[src/rtl/fp_mul_seq.sv]
// Sequential IEEE-754 single-precision multiplier.
// Operands are captured in IDLE, special cases are resolved in CHECK, normal
// operands go through a 24-cycle shift-add significand multiply, then
// normalise, round and finally publish the result and flags in DONE.
module fp_mul_seq #(
  parameter int unsigned ROUND_NEAREST = 1  // 1: round-to-nearest-even, 0: truncate
) (
  input  logic        clk,
  input  logic        rst,
  input  logic        start,
  input  logic        sign_a,
  input  logic        sign_b,
  input  logic [7:0]  exponent_a,
  input  logic [7:0]  exponent_b,
  input  logic [22:0] mantissa_a,
  input  logic [22:0] mantissa_b,
  output logic        busy,
  output logic        done,
  output logic [31:0] result,
  output logic        invalid,
  output logic        overflow,
  output logic        underflow
);

  typedef enum logic [2:0] {StIdle, StCheck, StMult, StNorm, StRound, StDone} state_e;

  state_e             state_q, state_d;
  logic               sign_a_q, sign_a_d, sign_b_q, sign_b_d;
  logic [7:0]         exp_a_q, exp_a_d, exp_b_q, exp_b_d;
  logic [22:0]        man_a_q, man_a_d, man_b_q, man_b_d;
  logic [47:0]        mcand_q, mcand_d;
  logic [23:0]        mplier_q, mplier_d;
  logic [47:0]        prod_q, prod_d;
  logic [4:0]         cnt_q, cnt_d;
  logic signed [9:0]  exp_q, exp_d;
  logic [23:0]        sig_q, sig_d;
  logic               guard_q, guard_d, sticky_q, sticky_d;
  logic               special_q, special_d;
  logic [31:0]        spec_res_q, spec_res_d;
  logic               spec_inv_q, spec_inv_d;
  logic               done_q, done_d;
  logic [31:0]        result_q, result_d;
  logic               invalid_q, invalid_d;
  logic               overflow_q, overflow_d;
  logic               underflow_q, underflow_d;

  // Operand classification; exponent 0 covers both zero and denormal (flushed to zero).
  logic sign_r;
  logic zero_a, zero_b, inf_a, inf_b, nan_a, nan_b;
  logic [24:0] sig_inc;

  assign sign_r = sign_a_q ^ sign_b_q;
  assign zero_a = (exp_a_q == 8'h00);
  assign zero_b = (exp_b_q == 8'h00);
  assign inf_a  = (exp_a_q == 8'hFF) && (man_a_q == 23'd0);
  assign inf_b  = (exp_b_q == 8'hFF) && (man_b_q == 23'd0);
  assign nan_a  = (exp_a_q == 8'hFF) && (man_a_q != 23'd0);
  assign nan_b  = (exp_b_q == 8'hFF) && (man_b_q != 23'd0);

  // Next-state and datapath logic for every FSM state.
  always_comb begin
    state_d     = state_q;
    sign_a_d    = sign_a_q;
    sign_b_d    = sign_b_q;
    exp_a_d     = exp_a_q;
    exp_b_d     = exp_b_q;
    man_a_d     = man_a_q;
    man_b_d     = man_b_q;
    mcand_d     = mcand_q;
    mplier_d    = mplier_q;
    prod_d      = prod_q;
    cnt_d       = cnt_q;
    exp_d       = exp_q;
    sig_d       = sig_q;
    guard_d     = guard_q;
    sticky_d    = sticky_q;
    special_d   = special_q;
    spec_res_d  = spec_res_q;
    spec_inv_d  = spec_inv_q;
    done_d      = 1'b0;
    result_d    = result_q;
    invalid_d   = invalid_q;
    overflow_d  = overflow_q;
    underflow_d = underflow_q;
    sig_inc     = {1'b0, sig_q} + 25'd1;

    unique case (state_q)
      StIdle: begin
        if (start) begin
          sign_a_d = sign_a;
          sign_b_d = sign_b;
          exp_a_d  = exponent_a;
          exp_b_d  = exponent_b;
          man_a_d  = mantissa_a;
          man_b_d  = mantissa_b;
          state_d  = StCheck;
        end
      end

      StCheck: begin
        // Max 254+254-127 = 381, min 1+1-127 = -125: fits 10-bit signed without wrap.
        exp_d      = {2'b00, exp_a_q} + {2'b00, exp_b_q} - 10'd127;
        mcand_d    = {24'd0, 1'b1, man_a_q};
        mplier_d   = {1'b1, man_b_q};
        prod_d     = 48'd0;
        cnt_d      = 5'd0;
        special_d  = 1'b1;
        spec_inv_d = 1'b0;
        if (nan_a || nan_b) begin
          spec_res_d = 32'h7FC0_0000;
        end else if ((inf_a && zero_b) || (inf_b && zero_a)) begin
          spec_res_d = 32'h7FC0_0000;
          spec_inv_d = 1'b1;
        end else if (inf_a || inf_b) begin
          spec_res_d = {sign_r, 8'hFF, 23'd0};
        end else if (zero_a || zero_b) begin
          spec_res_d = {sign_r, 31'd0};
        end else begin
          special_d  = 1'b0;
        end
        state_d = special_d ? StDone : StMult;
      end

      StMult: begin
        // One multiplier bit per cycle, LSB first, multiplicand shifted left.
        if (mplier_q[0]) prod_d = prod_q + mcand_q;
        mcand_d  = mcand_q << 1;
        mplier_d = mplier_q >> 1;
        cnt_d    = cnt_q + 5'd1;
        if (cnt_q == 5'd23) state_d = StNorm;
      end

      StNorm: begin
        if (prod_q[47]) begin
          sig_d    = prod_q[47:24];
          guard_d  = prod_q[23];
          sticky_d = |prod_q[22:0];
          exp_d    = exp_q + 10'sd1;
        end else begin
          sig_d    = prod_q[46:23];
          guard_d  = prod_q[22];
          sticky_d = |prod_q[21:0];
        end
        state_d = StRound;
      end

      StRound: begin
        if ((ROUND_NEAREST != 0) && guard_q && (sticky_q || sig_q[0])) begin
          if (sig_inc[24]) begin
            // All-ones significand rolled over: renormalise to 1.0 x 2^(e+1).
            sig_d = 24'h80_0000;
            exp_d = exp_q + 10'sd1;
          end else begin
            sig_d = sig_inc[23:0];
          end
        end
        state_d = StDone;
      end

      StDone: begin
        done_d      = 1'b1;
        invalid_d   = 1'b0;
        overflow_d  = 1'b0;
        underflow_d = 1'b0;
        if (special_q) begin
          result_d  = spec_res_q;
          invalid_d = spec_inv_q;
        end else if (exp_q >= 10'sd255) begin
          result_d   = {sign_r, 8'hFF, 23'd0};
          overflow_d = 1'b1;
        end else if (exp_q <= 10'sd0) begin
          result_d    = {sign_r, 31'd0};
          underflow_d = 1'b1;
        end else begin
          result_d = {sign_r, exp_q[7:0], sig_q[22:0]};
        end
        state_d = StIdle;
      end

      default: state_d = StIdle;
    endcase
  end

  // State and datapath registers with synchronous reset.
  always_ff @(posedge clk) begin
    if (rst) begin
      state_q     <= StIdle;
      sign_a_q    <= 1'b0;
      sign_b_q    <= 1'b0;
      exp_a_q     <= '0;
      exp_b_q     <= '0;
      man_a_q     <= '0;
      man_b_q     <= '0;
      mcand_q     <= '0;
      mplier_q    <= '0;
      prod_q      <= '0;
      cnt_q       <= '0;
      exp_q       <= '0;
      sig_q       <= '0;
      guard_q     <= 1'b0;
      sticky_q    <= 1'b0;
      special_q   <= 1'b0;
      spec_res_q  <= '0;
      spec_inv_q  <= 1'b0;
      done_q      <= 1'b0;
      result_q    <= '0;
      invalid_q   <= 1'b0;
      overflow_q  <= 1'b0;
      underflow_q <= 1'b0;
    end else begin
      state_q     <= state_d;
      sign_a_q    <= sign_a_d;
      sign_b_q    <= sign_b_d;
      exp_a_q     <= exp_a_d;
      exp_b_q     <= exp_b_d;
      man_a_q     <= man_a_d;
      man_b_q     <= man_b_d;
      mcand_q     <= mcand_d;
      mplier_q    <= mplier_d;
      prod_q      <= prod_d;
      cnt_q       <= cnt_d;
      exp_q       <= exp_d;
      sig_q       <= sig_d;
      guard_q     <= guard_d;
      sticky_q    <= sticky_d;
      special_q   <= special_d;
      spec_res_q  <= spec_res_d;
      spec_inv_q  <= spec_inv_d;
      done_q      <= done_d;
      result_q    <= result_d;
      invalid_q   <= invalid_d;
      overflow_q  <= overflow_d;
      underflow_q <= underflow_d;
    end
  end

  assign busy      = (state_q != StIdle);
  assign done      = done_q;
  assign result    = result_q;
  assign invalid   = invalid_q;
  assign overflow  = overflow_q;
  assign underflow = underflow_q;

endmodule

[config.mk]
export PLATFORM = sky130hd
export DESIGN_NAME = fp_mul_seq
export DESIGN_NICKNAME = d
export VERILOG_FILES = /design/src/rtl/fp_mul_seq.sv
export SDC_FILE = /design/constraint.sdc
export NUM_CORES = 1
export LEC_CHECK = 0
export ABC_CLOCK_PERIOD_IN_PS = 3900
export CORE_AREA = 2 2 161 163
export CTS_BUF_LIST = sky130_fd_sc_hd__clkbuf_16
export CTS_CLUSTER_DIAMETER = 100
export DETAILED_ROUTE_END_ITERATION = 6
export DIE_AREA = 0 0 163 165
export MAX_ROUTING_LAYER = met4
export PLACE_DENSITY = 0.85
export RECOVER_POWER = 100
export SYNTH_ARGS = -nofsm -noshare
export SYNTH_HDL_FRONTEND = slang
export SYNTH_SLANG_ARGS = --single-unit
[constraint.sdc]
create_clock -name clk -period 3.9 [get_ports clk]
set_input_delay 1.17 -clock clk [delete_from_list [all_inputs] [get_ports clk]]
set_output_delay 1.17 -clock clk [all_outputs]
set_load 0.1 [all_outputs]
==> key figures, run 1 <==
Run status
  – Status: finished, violations left
  – Violated checks: capacitance limit, slew limit

Setup path
  – Critical R2R Capture: prod_q[44]
  – WP data required: 4350 ps
  – CP peak stage delay: 410 ps
  – Cells along the critical path: ha_1, fa_1, a21o_1, a31o_2, a21oi_1, o31ai_1, a31oi_1, o211ai_1, a211oi_1, o21ai_0, xor2_1, a22o_1
  – Setup crit start kind: flip-flop
  – Setup crit end kind: flip-flop
  – Crit Path Category: reg2reg
  – WP data arrival: 4090 ps
  – Reg-to-reg setup timing slack: 260 ps
  – Reg2reg path depth: 12
  – Critical-path maximum fanout: 4
  – R2R Path Start: mcand_q[0]
  – Slowest stage cell, crit path: fa_1

Placement
  – Routability congestion estimate: 0.8983
  – Placed cell count: 2,044
  – Dpl hpwl: 24,050 um
  – Buffers on Ports: 103
  – Placed Area: 0.01483 mm^2

Clocking
  – Post-CTS Repair Setup Buffers: 0
  – CTS resizes: 0
  – Post-CTS Hold Buffers: 0
  – Root Driver: clkbuf_16
  – Reg clk slew, reported paths: 70 ps
  – H-tree depth: 1
  – Num CTS Buffers: 29
  – Clock Sinks: 269
  – CTS tree: yes
  – Clock Tree Buf Depth: 3
  – Skew-Pair Late Insertion Delay: 560 ps

Synth
  – Post-Synthesis Cells: 1,699
  – Yosys reg bits: 269
  – Dominant cell type by area after synthesis: dfxtp_1
  – Synth Area in Compound Gates: 25.78%
  – Synth top area share: 39.52%
  – Synth cell types: 68
  – Most numerous cell in the Yosys netlist: dfxtp_1
  – Async SR Flop Fraction: 0%
  – Simple-gate area share of the yosys netlist: 19.65%
  – Ys flop type: dfxtp_1
  – Register area share after synthesis: 39.52%
  – Synth warnings: 0
  – Synth area leaders: dfxtp_1 (40%), a21oi_1 (8.2%), nand2_1 (7.3%)
  – Synth Area in XOR/XNOR: 3.021%
  – Mapped Area: 0.01363 mm^2
  – Number of synthesized flops with an enable pin: 0
  – Syn avg cell area: 8.020 um^2
  – Post-synthesis mux area share: 1.919%
  – Syn_nets: 1,834
  – Combinational family with the most area after synthesis: compound AO/OA/AOI/OAI gates
  – Post-synthesis adder-cell area fraction: 6.354%
  – Most frequent cells after synthesis: dfxtp_1 (269), nand2_1 (266), a21oi_1 (224), nor2_1 (140), a22oi_1 (113)

Power and ir drop
  – Pwr/cell area: 460.0 mW/mm^2
  – Lkg Pwr: 6.082 nW
  – VDD IR-drop max: 0.3877 mV

Timing
  – Final-report max-slew violation count: 220
  – Post-layout minimum cycle time: 3637 ps
  – Worst-margin pin slew: 1929 ps
  – Endpoints failing setup: 0
  – Setup_tns: 0 ps
  – Max Clk Rate: 275.0 MHz
  – Relative slew slack: -28.71%
  – RSZ-0062 raised after global routing: no
  – Final hold violations: 0
  – Clock skew: 12.78 ps
  – Final Cycle Share: 93.25%

Global route
  – Initial antenna violation count: 0
  – Largest net degree at the start of global routing: 91
  – Vias in the first global route: 12,190
  – Tot GR Track Use: 26.30%
  – Total gr overflow: 0
  – First-pass GRT wire length: 58,060 um

Route
  – Final ANT Viol Nets: 0
  – Drt initial violations: 920
  – 1st-pass router iterations: 5
  – Via Count: 12,910
  – # DRC: 0
  – Total Routed Length: 34,880 um
  – DR WL/cell: 16.63 um
  – Vias per inst: 6.154

Layout
  – Nets: 1,880
  – Layout fillers: 2,116
  – Footprint of the multi-input gates: 0.007746 mm^2
  – Register area: 0.005385 mm^2
  – Area delta synth->final: 16.02%
  – Final Non-Filler Cells: 2,098
  – Ant diodes: 0
  – Final Instance Area: 0.01581 mm^2
  – Fraction of layout cells with a size suffix above 1: 4.864%

Floorplanning
  – Core area: 0.02504 mm^2
  – Site Rows: 58
  – Initial Utilization: 54.43%
  – I/O pins: 104
  – Die height: 165 um
  – Die Span X: 163 um
  – DIE AREA: 0.02690 mm^2

Worst hold path
  – Hold EP: mplier_q[7]
  – Hold path depth: 2
  – Hold/Removal Path Class: reg2reg
  – Hold Crit Start: mplier_q[7]

Run
  – Max-cap viol count: 3
-- cell type report --
type | instances | share of cell area, %
Clock inverter | 25 | 2.208
Clock buffer | 29 | 4.590
Inverter | 27 | 0.6410
Multi-Input combinational cell | 1295 | 48.99
Tap cell | 330 | 2.612
Timing Repair Buffer | 123 | 6.893
Sequential cell | 269 | 34.06
-- worst max path at each step --
| stage | from | to | slack [ps] |
|---|---|---|---|
| after CTS | mcand_q[0] | prod_q[44] | 320 |
| after floorplan | mcand_q[29] | prod_q[46] | 810 |
| after detailed placement | mcand_q[0] | prod_q[44] | 340 |
| after global routing | state_q[1] | cnt_q[2] | 40 |
| final | mcand_q[0] | prod_q[44] | 260 |
| after global placement | mcand_q[0] | prod_q[44] | 450 |
-- cell families (layout without fill, tap and decap cells) --
kind of cell	after synthesis	after routing
XOR/XNOR	47	47
adder cells (fa/ha/maj)	68	68
AO/OA/AOI/OAI	554	554
multiplexers	26	26
AND/OR/NAND/NOR	600	600
flip-flops	269	269
buffers and inverters	135	204
-- layer usage --
layer | GRT usage (%) | up-vias | wire [um]
met2 | 44.20 | 471 | 16810
met5 | - | - | 0
met1 | 33.02 | 6100 | 15010
li1 | - | 6250 | -
met4 | 9.292 | 0 | 1155
met3 | 2.838 | 91 | 1908
-- worst max-delay path, delay by kind of cell, from the launching register on --
kind | cells | cell delay [ps]
XOR/XNOR | 1 | 170
AO/OA/AOI/OAI | 9 | 2350
adder cells (fa/ha/maj) | 2 | 660
flip-flops | 1 | 330
-- per-stage QoR --
| stage | worst slack (ps) | hold slack (ps) | power, W | utilization, % |
|---|---|---|---|---|
| 2_1_floorplan | 811.1 | 436.8 | 0.003904 | - |
| 3_3_place_gp | 446.9 | 442.3 | 0.004223 | 59.24 |
| 3_5_place_dp | 337.6 | 450.2 | 0.004259 | 59.24 |
| 4_1_cts | 317.8 | 460.4 | 0.007306 | 63.53 |
| 5_1_grt | 36.93 | 473.4 | 0.007559 | 63.15 |
| 6_report | 263.4 | 460.4 | 0.007273 | 63.15 |
-- sequential cells by signal, summed over array words and instances (netlist names), 3 cells and up --
name        cells
man_b_q        23
prod_q         48
exp_a_q         8
exp_q          10
exp_b_q         8
result         32
cnt_q           5
sig_q          24
spec_res_q      3
mcand_q        48
state_q         3
man_a_q        23
mplier_q       24
-- report_power, final --
group / leakage (nW) / switching (W) / internal, W
clock network: 0.521 / 0.00117 / 0.00189
logic: 3.38 / 0.000772 / 0.000366
registers: 2.18 / 0.000168 / 0.00290
total: 6.08 / 0.00211 / 0.00516
-- layout by cell type, fill, tap and decap left out, types with 9 or more instances in the layout --
cell type	instances
dfxtp_1	269
nand2_1	265
a21oi_1	224
nor2_1	138
a22oi_1	113
o21ai_0	68
ha_1	66
clkdlybuf4s50_1	64
nand3_1	47
xnor2_1	31
inv_1	29
clkbuf_16	29
dlygate4sd3_1	28
a21o_1	27
nor3_1	25
mux2i_1	25
a22o_1	25
nor4_1	24
nand4_1	22
xor2_1	16
and3_1	14
nor2b_1	14
a31oi_1	13
a211oi_1	12
clkbuf_1	11
buf_4	11
nand2b_1	10
o32ai_1	10
and2_1	9
Power figures use the tool's default switching activity.
==> inputs of run 2 (changes only) <==
--- a/config.mk
+++ b/config.mk
@@ -6,13 +6,12 @@
 export NUM_CORES = 1
 export LEC_CHECK = 0
 export ABC_CLOCK_PERIOD_IN_PS = 3900
-export CORE_AREA = 2 2 161 163
-export CTS_BUF_LIST = sky130_fd_sc_hd__clkbuf_16
+export CORE_AREA = 2 2 155 157
 export CTS_CLUSTER_DIAMETER = 100
 export DETAILED_ROUTE_END_ITERATION = 6
-export DIE_AREA = 0 0 163 165
+export DIE_AREA = 0 0 157 159
 export MAX_ROUTING_LAYER = met4
-export PLACE_DENSITY = 0.85
+export PLACE_DENSITY = 0.9
 export RECOVER_POWER = 100
 export SYNTH_ARGS = -nofsm -noshare
 export SYNTH_HDL_FRONTEND = slang
==> run 2 against run 1 <==
The flow still finishes with violations (capacitance limit, slew limit). Non-clock buffer count is 1 lower. Wire length fell by 0.87%. Register-to-register slack worse by 110 ps. Maximum frequency decreased by 2.9%. Clock-buffer cell count up 8. Highest routed layer unchanged. Sequential share of layout area grew 0.17 points. First-iteration DRC count is 1.7% lower. Via count increased by 0.20%. Design area shrank 0.51%. Utilization rose by 4.7 points. Critical endpoint unchanged.
==> key figures, run 2 (synthesis results as in run 1) <==
Setup path
  – R2R Path Start: mcand_q[0]
  – Buffers and inverters on the worst path: 0
  – CP peak stage delay: 450 ps
  – Setup crit end kind: flip-flop
  – Setup crit start kind: flip-flop
  – Reg-to-reg setup timing slack: 160 ps
  – Reg2reg path depth: 12
  – WP data arrival: 4180 ps
  – Critical-path maximum fanout: 4
  – WP data required: 4330 ps
  – CP top delay family: compound AO/OA/AOI/OAI gates
  – Crit Path Category: reg2reg
  – Cells along the critical path: ha_1, fa_1, a21o_1, a31o_2, a21oi_1, o31ai_1, a31oi_1, o211ai_1, a211oi_1, o21ai_0, xor2_1, a22o_1
  – Critical R2R Capture: prod_q[44]
  – Slowest stage cell, crit path: a211oi_1

Route
  – # DRC: 0
  – Total Routed Length: 34,580 um
  – Via Count: 12,940
  – Drt initial violations: 904
  – 1st-pass router iterations: 5
  – DR WL/cell: 16.61 um
  – Vias per inst: 6.214
  – Final ANT Viol Nets: 0

Global route
  – Vias in the first global route: 12,170
  – First-pass GRT wire length: 57,280 um
  – Tot GR Track Use: 27.71%
  – Initial antenna violation count: 0
  – Total gr overflow: 0
  – Largest net degree at the start of global routing: 103

Floorplanning
  – Die Span X: 157 um
  – Core area: 0.02319 mm^2
  – Die height: 159 um
  – Initial Utilization: 58.76%
  – DIE AREA: 0.02496 mm^2
  – I/O pins: 104
  – Site Rows: 56

Power and ir drop
  – Tot Pwr: 0.006963 W
  – VDD IR-drop max: 0.4846 mV
  – Lkg Pwr: 6.062 nW
  – Pwr/cell area: 442.6 mW/mm^2

Worst hold path
  – Hold EP: invalid
  – Hold/Removal Path Class: reg2reg
  – Hold path depth: 2
  – Hold Crit Start: invalid

Timing
  – Endpoints failing setup: 0
  – Relative slew slack: -33.09%
  – Final-report max-slew violation count: 116
  – RSZ-0062 raised after global routing: no
  – Final hold slack: 445.5 ps
  – Worst-margin pin slew: 1992 ps
  – Final hold violations: 0
  – Setup_tns: 0 ps
  – Max Clk Rate: 267.0 MHz
  – Clock skew: 24.50 ps
  – Final worst setup slack: 155.3 ps
  – Final Cycle Share: 96.02%
  – Post-layout minimum cycle time: 3745 ps

Layout
  – Area delta synth->final: 15.43%
  – Commonest non-fill, non-tap cell in the layout: dfxtp_1
  – Nets: 1,877
  – Most frequent cells in the layout: dfxtp_1 (269), nand2_1 (266), a21oi_1 (224)
  – Register area: 0.005385 mm^2
  – Layout fillers: 1,788
  – Footprint of the multi-input gates: 0.007739 mm^2
  – Fraction of layout cells with a size suffix above 1: 4.481%
  – Ant diodes: 0

Placement
  – Buffers on Ports: 103
  – Dpl hpwl: 23,690 um
  – Pre-CTS WS: 293.4 ps
  – Routability congestion estimate: 0.9065

Clocking
  – Skew-Pair Late Insertion Delay: 560 ps
  – H-tree depth: 1
  – Clock Tree Buf Depth: 3
  – Root Driver: clkbuf_16
  – Reg clk slew, reported paths: 70 ps
  – CTS tree: yes
  – Post-CTS Repair Setup Buffers: 0
  – CTS resizes: 0
  – Clock Sinks: 269
  – Num CTS Buffers: 27
  – Post-CTS Hold Buffers: 0

Run
  – Max-cap viol count: 2

Run status
  – Status: finished, violations left
  – Violated checks: capacitance limit, slew limit
-- run 2: cell count changes in the layout (fill, tap and decap cells not counted), moves of 2 or more --
cell,change
clkbuf_2,-5
clkbuf_8,+5
bufinv_16,-4
clkinvlp_4,-4
dlygate4sd3_1,+4
buf_12,+3
clkinv_1,-3
clkinv_2,+3
inv_1,-3
clkbuf_16,-2
-- run 2: worst max-delay path by stage --
stage | slack, ps | start | cells after the start | endpoint
final | 160 | mcand_q[0] | 12 | prod_q[44]
after global routing | 8 | state_q[1] | 9 | prod_q[47]
after CTS | 250 | mcand_q[0] | 12 | prod_q[44]
after detailed placement | 290 | mcand_q[0] | 12 | prod_q[44]
after global placement | 480 | mcand_q[0] | 12 | prod_q[44]
after floorplan | 810 | mcand_q[29] | 11 | prod_q[46]
-- run 2: layout make-up --
cell class,instances,area share [%]
Inverter,27,0.6443
Tap cell,319,2.537
Clock buffer,37,4.852
Multi-Input combinational cell,1295,49.20
Timing Repair Buffer,122,7.374
Clock inverter,13,1.161
Sequential cell,269,34.23
-- run 2: power breakdown --
part / switching (W) / internal [W]
Sequential: 0.000171 / 0.00290
Clock: 0.00110 / 0.00164
Combinational: 0.000781 / 0.000371
Total: 0.00205 / 0.00491
-- run 2: routing by layer --
| layer | up-vias | share of wire (%) | GRT usage [%] |
|---|---|---|---|
| met5 | - | 0 | - |
| met4 | 0 | 3.5 | 9.967 |
| met3 | 107 | 6.3 | 3.892 |
| met2 | 503 | 48 | 45.20 |
| met1 | 6080 | 42 | 35.00 |
| li1 | 6248 | - | - |
-- run 2: worst reg2reg max path, delay by kind of cell (launching register included) --
family | cells | cell delay, ps
XOR/XNOR | 1 | 170
adder cells (fa/ha/maj) | 2 | 670
AO/OA/AOI/OAI | 9 | 2440
flip-flops | 1 | 330
-- run 2: stage by stage --
stage	utilization, %	cells	instance area (um^2)
2_1_floorplan	-	1699	13630
3_3_place_gp	64.01	2032	14850
3_5_place_dp	64.01	2032	14850
4_1_cts	68.09	2082	15790
5_1_grt	67.82	2082	15730
6_report	67.82	2082	15730
